**config.mk**
```make
export PLATFORM = sky130hd
export DESIGN_NAME = module_keypad_scan_flat
export DESIGN_NICKNAME = d
export VERILOG_FILES = /design/src/rtl/module_keypad_scan_if.sv /design/src/rtl/module_keypad_scan.sv /design/src/flat_wrapper.sv
export SDC_FILE = /design/constraint.sdc
export NUM_CORES = 1
export LEC_CHECK = 0
export CAP_MARGIN = 0
export CELL_PAD_IN_SITES_DETAIL_PLACEMENT = 2
export CELL_PAD_IN_SITES_GLOBAL_PLACEMENT = 2
export CORE_UTILIZATION = 40
export CTS_CLUSTER_SIZE = 20
export DETAILED_ROUTE_END_ITERATION = 10
export GPL_ROUTABILITY_DRIVEN = 0
export GPL_TIMING_DRIVEN = 1
export PLACE_DENSITY = 0.89
export SYNTH_ARGS = -nofsm -noshare
export SYNTH_HDL_FRONTEND = slang
export SYNTH_SLANG_ARGS = --single-unit
export TNS_END_PERCENT = 100
```
**constraint.sdc**
```tcl
create_clock -name clk -period 4.1 [get_ports clk]
set_input_delay 0.82 -clock clk [delete_from_list [all_inputs] [get_ports clk]]
set_output_delay 0.82 -clock clk [all_outputs]
set_load 0.03 [all_outputs]
```
**src/rtl/module_keypad_scan_if.sv**
```systemverilog
`default_nettype none
// ============================================================================
// Module   : module_keypad_scan_if
// Brief    : Keypad pins plus debounced key-event outputs of the scanner.
// Revision : 1.0
// ============================================================================
interface module_keypad_scan_if;
    logic [3:0] row;
    logic [3:0] column;
    logic       key_valid;
    logic [3:0] key_code;
    logic       key_held;

    modport master (
        input  row,
        output column,
        output key_valid,
        output key_code,
        output key_held
    );

    modport slave (
        output row,
        input  column,
        input  key_valid,
        input  key_code,
        input  key_held
    );
endinterface
`default_nettype wire

```
**src/rtl/module_keypad_scan.sv**
```systemverilog
`default_nettype none
// ============================================================================
// Module   : module_keypad_scan
// Brief    : 4x4 keypad column scanner with debounce; one strobe per press.
// Revision : 1.0
// ============================================================================
module module_keypad_scan #(
    parameter int SCAN_CYCLES     = 50000,
    parameter int DEBOUNCE_CYCLES = 500000
) (
    input  wire logic            clk,
    input  wire logic            rst,
    module_keypad_scan_if.master kp_if
);

    localparam int c_SCAN_W = $clog2(SCAN_CYCLES);
    localparam int c_DB_W   = $clog2(DEBOUNCE_CYCLES);

    localparam logic [c_SCAN_W-1:0] c_SCAN_LAST = c_SCAN_W'(SCAN_CYCLES - 1);
    localparam logic [c_SCAN_W-1:0] c_SETTLE    = c_SCAN_W'(2);
    localparam logic [c_DB_W-1:0]   c_DB_LAST   = c_DB_W'(DEBOUNCE_CYCLES - 1);

    typedef enum logic [1:0] {
        ST_SCAN     = 2'd0,
        ST_DEBOUNCE = 2'd1,
        ST_HOLD     = 2'd2,
        ST_RELEASE  = 2'd3
    } state_t;

    state_t              state_q;
    logic [3:0]          sync1_q;
    logic [3:0]          rs_q;
    logic [c_SCAN_W-1:0] scan_cnt_q;
    logic [c_DB_W-1:0]   db_cnt_q;
    logic [1:0]          row_idx_q;
    logic [1:0]          col_idx_q;
    logic [3:0]          column_q;
    logic                key_valid_q;
    logic [3:0]          key_code_q;
    logic                key_held_q;

    logic [1:0]          w_row_idx;
    logic [1:0]          w_col_idx;
    logic                w_row_bit;
    logic [3:0]          w_col_rot;

    function automatic logic [3:0] f_key_map(input logic [1:0] r, input logic [1:0] c);
        logic [3:0] code;
        case ({r, c})
            4'b00_00: code = 4'h1;
            4'b00_01: code = 4'h2;
            4'b00_10: code = 4'h3;
            4'b00_11: code = 4'hA;
            4'b01_00: code = 4'h4;
            4'b01_01: code = 4'h5;
            4'b01_10: code = 4'h6;
            4'b01_11: code = 4'hB;
            4'b10_00: code = 4'h7;
            4'b10_01: code = 4'h8;
            4'b10_10: code = 4'h9;
            4'b10_11: code = 4'hC;
            4'b11_00: code = 4'hE;
            4'b11_01: code = 4'h0;
            4'b11_10: code = 4'hF;
            default:  code = 4'hD;
        endcase
        return code;
    endfunction

    // Lowest active (low) row index wins when several rows read low.
    always_comb begin
        w_row_idx = 2'd3;
        if (!rs_q[2]) w_row_idx = 2'd2;
        if (!rs_q[1]) w_row_idx = 2'd1;
        if (!rs_q[0]) w_row_idx = 2'd0;
    end

    always_comb begin
        w_col_idx = 2'd3;
        if (!column_q[2]) w_col_idx = 2'd2;
        if (!column_q[1]) w_col_idx = 2'd1;
        if (!column_q[0]) w_col_idx = 2'd0;
    end

    assign w_row_bit = rs_q[row_idx_q];
    assign w_col_rot = {column_q[2:0], column_q[3]};

    always_ff @(posedge clk) begin
        if (rst) begin
            state_q     <= ST_SCAN;
            sync1_q     <= 4'hF;
            rs_q        <= 4'hF;
            scan_cnt_q  <= '0;
            db_cnt_q    <= '0;
            row_idx_q   <= 2'd0;
            col_idx_q   <= 2'd0;
            column_q    <= 4'b1110;
            key_valid_q <= 1'b0;
            key_code_q  <= 4'h0;
            key_held_q  <= 1'b0;
        end else begin
            sync1_q     <= kp_if.row;
            rs_q        <= sync1_q;
            key_valid_q <= 1'b0;
            case (state_q)
                ST_SCAN: begin
                    // First two counts after a column change still carry the old column's rows.
                    if ((scan_cnt_q >= c_SETTLE) && (rs_q != 4'hF)) begin
                        row_idx_q <= w_row_idx;
                        col_idx_q <= w_col_idx;
                        db_cnt_q  <= '0;
                        state_q   <= ST_DEBOUNCE;
                    end else if (scan_cnt_q == c_SCAN_LAST) begin
                        column_q   <= w_col_rot;
                        scan_cnt_q <= '0;
                    end else begin
                        scan_cnt_q <= scan_cnt_q + 1'b1;
                    end
                end
                ST_DEBOUNCE: begin
                    if (w_row_bit) begin
                        column_q   <= w_col_rot;
                        scan_cnt_q <= '0;
                        state_q    <= ST_SCAN;
                    end else if (db_cnt_q == c_DB_LAST) begin
                        key_valid_q <= 1'b1;
                        key_code_q  <= f_key_map(row_idx_q, col_idx_q);
                        key_held_q  <= 1'b1;
                        state_q     <= ST_HOLD;
                    end else begin
                        db_cnt_q <= db_cnt_q + 1'b1;
                    end
                end
                ST_HOLD: begin
                    if (w_row_bit) begin
                        db_cnt_q   <= '0;
                        key_held_q <= 1'b0;
                        state_q    <= ST_RELEASE;
                    end
                end
                ST_RELEASE: begin
                    if (!w_row_bit) begin
                        db_cnt_q <= '0;
                    end else if (db_cnt_q == c_DB_LAST) begin
                        column_q   <= w_col_rot;
                        scan_cnt_q <= '0;
                        state_q    <= ST_SCAN;
                    end else begin
                        db_cnt_q <= db_cnt_q + 1'b1;
                    end
                end
                default: state_q <= ST_SCAN;
            endcase
        end
    end

    assign kp_if.column    = column_q;
    assign kp_if.key_valid = key_valid_q;
    assign kp_if.key_code  = key_code_q;
    assign kp_if.key_held  = key_held_q;

endmodule
`default_nettype wire

```
**src/flat_wrapper.sv**
```systemverilog
// flat-port wrapper written by rule: the top's interface ports become plain ports
module module_keypad_scan_flat 
#(
    parameter int SCAN_CYCLES     = 50000,
    parameter int DEBOUNCE_CYCLES = 500000
)
  (clk, rst, kp_if_row, kp_if_column, kp_if_key_valid, kp_if_key_code, kp_if_key_held);
  module_keypad_scan_if kp_if_i ();
  input  wire logic clk;
  input  wire logic rst;
  input wire logic [$bits(kp_if_i.row)-1:0] kp_if_row;
  output wire logic [$bits(kp_if_i.column)-1:0] kp_if_column;
  output wire logic [$bits(kp_if_i.key_valid)-1:0] kp_if_key_valid;
  output wire logic [$bits(kp_if_i.key_code)-1:0] kp_if_key_code;
  output wire logic [$bits(kp_if_i.key_held)-1:0] kp_if_key_held;
  assign kp_if_i.row = kp_if_row;
  assign kp_if_column = kp_if_i.column;
  assign kp_if_key_valid = kp_if_i.key_valid;
  assign kp_if_key_code = kp_if_i.key_code;
  assign kp_if_key_held = kp_if_i.key_held;
  module_keypad_scan #(.SCAN_CYCLES(SCAN_CYCLES), .DEBOUNCE_CYCLES(DEBOUNCE_CYCLES)) u_core (.clk(clk), .rst(rst), .kp_if(kp_if_i));
endmodule
```
==> flow_summary.json, run 1 <==
{
  "grtUsageMet3_pct": 5.10,
  "fmax_mhz": 343,
  "cts_tree": "done",
  "drv_slew": 0,
  "clock_path_buffers": 2,
  "drt-total-wl_um": 12500,
  "syn-cell-area_um2": 3470,
  "power.density_nw_per_um2": 452,
  "grt_pass1_vias": 3632,
  "hold_class": "reg -> reg",
  "critical_path_class": "reg -> reg",
  "synth_ff_type": "dfxtp_1",
  "whs_path_depth": 1,
  "crit_path_end_kind": "flop",
  "tns_ps": 0,
  "cts_root_buf": "clkbuf_8",
  "clock_skew_ps": 8.99,
  "antennaDiodeCount": 0,
  "setup-violations-final": 0,
  "ys_ff_latch": 59,
  "fp.dieH_um": 95.2,
  "clock_latency_ps": 350,
  "r2r-end": "u_core.db_cnt_q[12]",
  "synthToLayoutAreaGrowth_pct": 11.1,
  "holdBufCountCts": 0,
  "hold_viol_final": 0,
  "synth-warning-count": 0,
  "fin_cells": 516,
  "drive_gt1_share_pct": 11.7,
  "antenna_left": 0,
  "yosysTopAreaCell": "dfxtp_1",
  "worst_slack_ps": 1190,
  "r2r_setup_slack_ps": 1190,
  "nets": 420,
  "r2r_cells": 5,
  "boundaryPins": 16,
  "dr.pass1.iters": 4,
  "io_buffers": 15,
  "rsz0062_at_grt": "no",
  "peakVddDrop_v": 0.000190,
  "avgRoutedWirePerCell_um": 24.3,
  "vias_per_cell": 6.56,
  "grt_max_degree": 45,
  "vias": 3385,
  "drc": 0,
  "num_rows": 33,
  "crit_path_start_kind": "flop",
  "critPathRequiredTime_ps": 4380,
  "cts_buffers": 9,
  "synth_nets": 418,
  "dp.cells": 500,
  "hpwl_um": 8150,
  "worst_r2r_startpoint": "u_core.row_idx_q[0]",
  "synthCells": 404,
  "yosys.area.top_type_share_pct": 34.0,
  "period_minus_slack_ps": 2910,
  "grt_usage_pct": 29.2,
  "cts_setup_buffers": 0,
  "cts_resized": 0,
  "synth.distinct_cells": 64,
  "antenna_found_initial": 0,
  "layout_commonest_cell": "dfxtp_1",
  "busiest_layer": "met2",
  "async_reset_ff_share_pct": 0,
  "h-tree-depth": 3,
  "grt_util_met1_pct": 32.9,
  "coreArea_um2": 8300,
  "synth_area_per_cell_um2": 8.59,
  "layout_common_cells": "59 x dfxtp_1, 36 x nand3_1, 27 x nor2_1",
  "gr-usage-met2_pct": 51.2,
  "crit_fanout": 27,
  "max-slew-margin-rel_pct": 27.9,
  "overflow": 0,
  "cts_num_sinks": 59,
  "arrival_ps": 3200,
  "drt_iter0_markers": 159,
  "place_ws_ps": 1240,
  "start_util_pct": 41.8,
  "tightest_slew_ps": 1080,
  "yosysSeqAreaShare_pct": 34.0,
  "die_w_um": 95.2,
  "p_leak_nw": 1.29,
  "finalCritPeriodShare_pct": 71.1,
  "synth_edf_count": 0,
  "clk_pin_slew_ps": 80,
  "maxCapViolCount": 0,
  "die_area_um2": 9050,
  "hold_end": "u_core.rs_q[0]",
  "synth_area_leaders": "dfxtp_1 34%, mux2i_1 6.3%, nand3_1 5.2%, a21oi_1 3.0%, nor2_1 2.9%",
  "status": "complete, no violations",
  "worstHoldStart": "u_core.sync1_q[0]",
  "grt_pass1_wl_um": 19700
}
[worst max-delay path, cell delays in order (launching register included)]
cell	delay, ps
dfxtp_1	560
mux4_2	760
and2_1	260
o21ai_2	820
o2111ai_1	230
a21oi_1	190
[metrics by stage]
stage                     area [um^2]  hold WS [ps]  utilization (%)  power (mW)
after floorplan                  3470           389                -        1.01
after global placement           3650           394             44.0        1.13
after detailed placement         3650           410             44.0        1.17
after CTS                        3860           417             46.5        1.75
after global routing             3860           431             46.5        1.82
final                            3860           412             46.5        1.74
[flip-flops by register name, indices dropped and copies added, names as in the netlist, named ones only]
name,count
u_core.kp_if.key_held,1
u_core.kp_if.column,4
u_core.scan_cnt_q,16
u_core.row_idx_q,2
u_core.kp_if.key_code,4
u_core.col_idx_q,2
u_core.db_cnt_q,19
u_core.kp_if.key_valid,1
u_core.state_q,1
u_core.rs_q,4
u_core.sync1_q,4
[logic make-up (layout without fill, tap and decap cells)]
kind of cell,count (synthesis),in the layout,synth area share (%)
compound gates,87,87,18.1
fa+ha+maj,8,8,2.88
buf+inv,46,53,6.16
flops,59,59,34.0
mux,27,27,8.94
simple gates,177,177,29.8
[synth_stat cells, types with 7 or more instances]
cell type	n
a211oi_1	7
a21oi_1	21
buf_2	9
clkbuf_1	16
dfxtp_1	59
ha_1	8
inv_1	14
mux2i_1	22
nand2_1	22
nand3_1	36
nand3b_1	9
nand4_1	16
nor2_1	27
nor3_1	13
nor4_1	8
o2111ai_1	7
or2_2	9
[layer usage]
layer  part of all wire (%)  vias to the layer above
met2                     51                       95
li1                       -                     1539
met5                      0                        -
met4                    4.2                        0
met3                    4.7                       38
met1                     40                     1713
[worst max-delay path by stage]
stage | start | to | slack [ps] | cells after the start
final | u_core.row_idx_q[0] | u_core.db_cnt_q[12] | 1190 | 5
after global routing | u_core.row_idx_q[0] | u_core.db_cnt_q[12] | 990 | 5
after CTS | u_core.row_idx_q[0] | u_core.db_cnt_q[12] | 1160 | 5
after detailed placement | u_core.row_idx_q[0] | u_core.db_cnt_q[12] | 1240 | 5
after global placement | u_core.row_idx_q[0] | u_core.db_cnt_q[12] | 1380 | 5
after floorplan | rst | u_core.db_cnt_q[12] | 1870 | 7
[power by group]
| group | internal (mW) | switching [mW] |
|---|---|---|
| sequential | 0.608 | 0.0547 |
| clock | 0.313 | 0.258 |
| combinational | 0.172 | 0.336 |
| total | 1.09 | 0.649 |
[area by class of cell]
class / count / area, um^2
Clock buffer: 12 / 155
Clock inverter: 4 / 48.8
Fill cell: 908 / 4440
Inverter: 16 / 60.1
Multi-Input combinational cell: 299 / 2090
Sequential cell: 59 / 1180
Tap cell: 105 / 131
Timing Repair Buffer: 21 / 195
Power figures use the tool's default switching activity.
==> inputs of run 2 (changes only) <==
CORE_UTILIZATION = 34   (was 40)
PLACE_DENSITY = 0.81   (was 0.89)
clock period = 2.6 ns   (was 4.1 ns; I/O delays follow)
==> flow_summary.json, run 2 (synthesized netlist as in run 1, its figures left out) <==
{
  "status": "complete, no violations",
  "clock_path_buffers": 2,
  "crit_chain": "inv_1 > ha_1 > nor2_1 > nand3_1 > o21a_2 > buf_4 > o41ai_1 > a21oi_1",
  "drc": 0,
  "cts_setup_buffers": 0,
  "cts_buffers": 9,
  "whs_path_depth": 1,
  "h-tree-depth": 3,
  "hold_end": "u_core.rs_q[3]",
  "fp.dieH_um": 103,
  "dr.pass1.iters": 4,
  "maxCapViolCount": 0,
  "hold_viol_final": 0,
  "dp.cells": 548,
  "worstHoldStart": "u_core.sync1_q[3]",
  "max_stage_delay_ps": 510,
  "placed_area_um2": 3840,
  "grt_pass1_vias": 3675,
  "io_buffers": 15,
  "grt_pass1_wl_um": 19900,
  "nets": 440,
  "largestRegisters": "u_core.db_cnt_q (19), u_core.scan_cnt_q (16)",
  "hpwl_um": 8440,
  "power.density_nw_per_um2": 712,
  "crit_path_start_kind": "flop",
  "antenna_found_initial": 0,
  "holdBufCountCts": 0,
  "start_util_pct": 35.3,
  "drive_gt1_share_pct": 16.0,
  "finalCritPeriodShare_pct": 94.8,
  "worst_r2r_startpoint": "u_core.scan_cnt_q[0]",
  "rsz0062_at_grt": "no",
  "critPathRequiredTime_ps": 2830,
  "drt-total-wl_um": 12400,
  "clock_latency_ps": 360,
  "vias_per_cell": 6.05,
  "cts_num_sinks": 59,
  "peakVddDrop_v": 0.000400,
  "die_area_um2": 10600,
  "r2r_setup_slack_ps": 140,
  "r2r_cells": 8,
  "boundaryPins": 16,
  "hold_ws_ps": 423,
  "grt_usage_pct": 25.0,
  "tightest_slew_ps": 794,
  "clk_pin_slew_ps": 80,
  "layout_commonest_cell": "dfxtp_1",
  "period_minus_slack_ps": 2460,
  "critical_path_class": "reg -> reg",
  "arrival_ps": 2690,
  "setup-violations-final": 0,
  "drt_iter0_markers": 105,
  "fin_area_um2": 4070,
  "fin_cells": 564,
  "antennaDiodeCount": 0,
  "clock_skew_ps": 12.6,
  "drv_slew": 0,
  "p_leak_nw": 1.39,
  "overflow": 0,
  "cts_root_buf": "clkbuf_8",
  "crit_fanout": 9,
  "crit_path_end_kind": "flop",
  "r2r-end": "u_core.scan_cnt_q[14]",
  "place_ws_ps": 278,
  "vias": 3410,
  "synthToLayoutAreaGrowth_pct": 17.2,
  "num_rows": 36,
  "largest_reg_flops": 19,
  "coreArea_um2": 9820,
  "tns_ps": 0,
  "worst_slack_ps": 136,
  "cts_tree": "done",
  "hold_class": "reg -> reg",
  "max-slew-margin-rel_pct": 47.0,
  "cp_slowest_cell": "o41ai_1",
  "avgRoutedWirePerCell_um": 21.9,
  "fmax_mhz": 406,
  "regMostFlops": "u_core.db_cnt_q",
  "die_w_um": 103,
  "layout_common_cells": "59 x dfxtp_1, 36 x nand3_1, 27 x nor2_1",
  "grt_max_degree": 33,
  "antenna_left": 0
}
-- run 2: cell count changes in the layout (fill, tap and decap cells not counted) --
cell / change
buf_4: +20
bufinv_16: +1
clkinv_2: -1
clkinv_4: -1
clkinvlp_4: +1
o21a_1: -1
o21a_2: +1
-- run 2: worst max-delay path, delay by kind of cell (launching register included) --
family / cells / cell delay, ps
buf+inv: 2 / 300
compound gates: 3 / 1040
fa+ha+maj: 1 / 210
flops: 1 / 430
simple gates: 2 / 360
-- run 2: timing repair --
action	in CTS	in global routing
endpoints found under the hold margin	0	0
resized for setup	0	1
endpoints found under the setup margin	0	1
-- run 2: worst max path at each step --
stage                               from                endpoint  cells after the start
floorplan             u_core.db_cnt_q[0]  u_core.kp_if.column[1]                      8
global placement     u_core.row_idx_q[0]      u_core.db_cnt_q[0]                      4
detailed placement  u_core.scan_cnt_q[0]   u_core.scan_cnt_q[14]                      8
CTS                 u_core.scan_cnt_q[0]   u_core.scan_cnt_q[14]                      8
global route        u_core.scan_cnt_q[0]   u_core.scan_cnt_q[14]                      8
finish              u_core.scan_cnt_q[0]   u_core.scan_cnt_q[14]                      8
-- run 2: layer usage --
layer / track usage (%) / vias up / wire [um]
li1: - / 1573 / -
met1: 28.6 / 1749 / 5270
met2: 46.2 / 63 / 6490
met3: 4.95 / 25 / 365
met4: 8.45 / 0 / 244
met5: 0 / - / 0
-- run 2: report_power, final --
part | internal, mW | leakage (nW) | switching, mW | total [mW]
clock network | 0.591 | 0.113 | 0.412 | 1.00
logic | 0.312 | 0.803 | 0.546 | 0.859
registers | 0.959 | 0.478 | 0.0745 | 1.03
total | 1.86 | 1.39 | 1.03 | 2.90
-- run 2: layout make-up --
cell class | count | area (um^2)
clock buffers | 12 | 155
repair buffers | 41 | 345
inverters | 16 | 60.1
fillers | 1150 | 5750
flip-flops and latches | 59 | 1180
multi-input cells | 299 | 2090
clock inverters | 4 | 72.6
well taps | 133 | 166
-- run 2: stage by stage --
stage | utilization (%) | power [mW]
floorplan | - | 1.60
global placement | 39.1 | 1.84
detailed placement | 39.1 | 1.89
CTS | 41.4 | 2.91
global route | 41.4 | 3.03
finish | 41.4 | 2.90
==> inputs of run 3 (changes only) <==
CORE_MARGIN = 2   (was unset)
RECOVER_POWER = 100   (was unset)
==> flow_summary.json, run 3 (synthesized netlist as in run 1, its figures left out) <==
{
  "regMostFlops": "u_core.db_cnt_q",
  "h-tree-depth": 3,
  "layout_commonest_cell": "dfxtp_1",
  "crit_chain": "nor3_1 > nand3_1 > o21a_1 > or4_1 > mux2i_1",
  "dr.pass1.iters": 4,
  "finalCritPeriodShare_pct": 95.6,
  "maxCapViolCount": 0,
  "cts_tree": "done",
  "multi_input_area_um2": 2070,
  "combPwrFrac_pct": 30.0,
  "layout_common_cells": "59 x dfxtp_1, 37 x nand3_1, 27 x nor2_1",
  "drt-total-wl_um": 12600,
  "boundaryPins": 16,
  "critical_path_class": "reg -> reg",
  "fmax_mhz": 403,
  "grt_usage_pct": 23.7,
  "avgRoutedWirePerCell_um": 22.4,
  "fillers": 1125,
  "cpLargestDelayFamily": "simple AND/OR/NAND/NOR gates",
  "start_util_pct": 35.3,
  "cp.buffers_inverters": 0,
  "clock_path_buffers": 2,
  "rsz0062_at_grt": "no",
  "p_leak_nw": 1.37,
  "fin_util_pct": 40.6,
  "drv_slew": 0,
  "clk_pin_slew_ps": 70,
  "nets": 437,
  "clock_skew_ps": 8.82,
  "hold_viol_final": 0,
  "coreArea_um2": 9820,
  "cts_setup_buffers": 0,
  "dp.cells": 545,
  "num_rows": 36,
  "tightest_slew_ps": 819,
  "place_ws_ps": 264,
  "tns_ps": 0,
  "overflow": 0,
  "hpwl_um": 8480,
  "cp_slowest_cell": "or4_1",
  "grt_max_degree": 36,
  "critPathRequiredTime_ps": 2830,
  "arrival_ps": 2710,
  "largestRegisters": "u_core.db_cnt_q (19), u_core.scan_cnt_q (16)",
  "cts_resized": 0,
  "vias_per_cell": 6.07,
  "grt_pass1_vias": 3707,
  "period_minus_slack_ps": 2480,
  "max_stage_delay_ps": 710,
  "pwr-share-seq_pct": 38.3,
  "die_w_um": 105,
  "fin_cells": 561,
  "cts_buffers": 9,
  "io_buffers": 15,
  "cts_num_sinks": 59,
  "die_area_um2": 11000,
  "setup-violations-final": 0,
  "vias": 3405,
  "grt_pass1_wl_um": 20600,
  "power.total_mw": 2.72,
  "swShare_pct": 37.0,
  "power.density_nw_per_um2": 683,
  "drc": 0,
  "hold_class": "reg -> reg",
  "crit_fanout": 9,
  "placed_area_um2": 3830,
  "power_switching_mw": 1.01,
  "drive_gt1_share_pct": 13.8,
  "crit_path_start_kind": "flop",
  "power.share.clock_pct": 31.7,
  "antenna_left": 0,
  "fin_area_um2": 3990,
  "holdBufCountCts": 0,
  "fp.dieH_um": 105,
  "peakVddDrop_v": 0.000276,
  "p_int_mw": 1.72,
  "antennaDiodeCount": 0,
  "worst_slack_ps": 116,
  "antenna_found_initial": 0,
  "drt_iter0_markers": 117,
  "synthToLayoutAreaGrowth_pct": 14.9,
  "max-slew-margin-rel_pct": 44.9,
  "status": "complete, no violations",
  "hold_ws_ps": 417,
  "cts_root_buf": "clkbuf_8",
  "clock_latency_ps": 350,
  "seq_area_um2": 1180,
  "crit_path_end_kind": "flop",
  "largest_reg_flops": 19
}
[run 3: cell types whose count changed in the layout (fill, tap and decap cells not counted), moves of 2 or more]
cell | previous run | this run
buf_4 | 26 | 15
clkbuf_1 | 1 | 4
clkbuf_2 | 0 | 3
clkdlybuf4s50_1 | 15 | 4
clkinv_2 | 1 | 3
dlygate4sd3_1 | 0 | 11
[run 3: path summary, 6_finish.rpt]
| path | from | endpoint | cells after the start | slack [ps] |
|---|---|---|---|---|
| worst min-delay path | u_core.sync1_q[1] | u_core.rs_q[1] | 1 | 420 |
| worst max register to register | u_core.scan_cnt_q[8] | u_core.kp_if.column[2] | 5 | 120 |
| worst max-delay path | u_core.scan_cnt_q[8] | u_core.kp_if.column[2] | 5 | 120 |
| worst min register to register | u_core.sync1_q[1] | u_core.rs_q[1] | 1 | 420 |
[run 3: power by group through the flow]
stage	Clock (mW)	Combinational (mW)	Sequential, mW
4_1_cts	0.880	0.842	1.04
2_1_floorplan	0	0.562	1.04
5_1_grt	0.912	0.897	1.05
3_5_place_dp	0	0.817	1.06
3_3_place_gp	0	0.776	1.05
6_report	0.863	0.818	1.04
[run 3: layout make-up]
class,instances,area share (%)
Multi-Input combinational cell,299,52.0
Sequential cell,59,29.6
Timing Repair Buffer,38,7.87
Tap cell,133,4.17
Clock buffer,11,3.54
Inverter,16,1.51
Clock inverter,5,1.32
[run 3: metal layers]
| metal | up-vias | share of wire [%] | track usage, % |
|---|---|---|---|
| met5 | - | 0 | 0 |
| met1 | 1737 | 43 | 28.9 |
| met3 | 25 | 2.6 | 3.99 |
| li1 | 1580 | - | - |
| met4 | 0 | 2.8 | 8.76 |
| met2 | 63 | 51 | 41.6 |
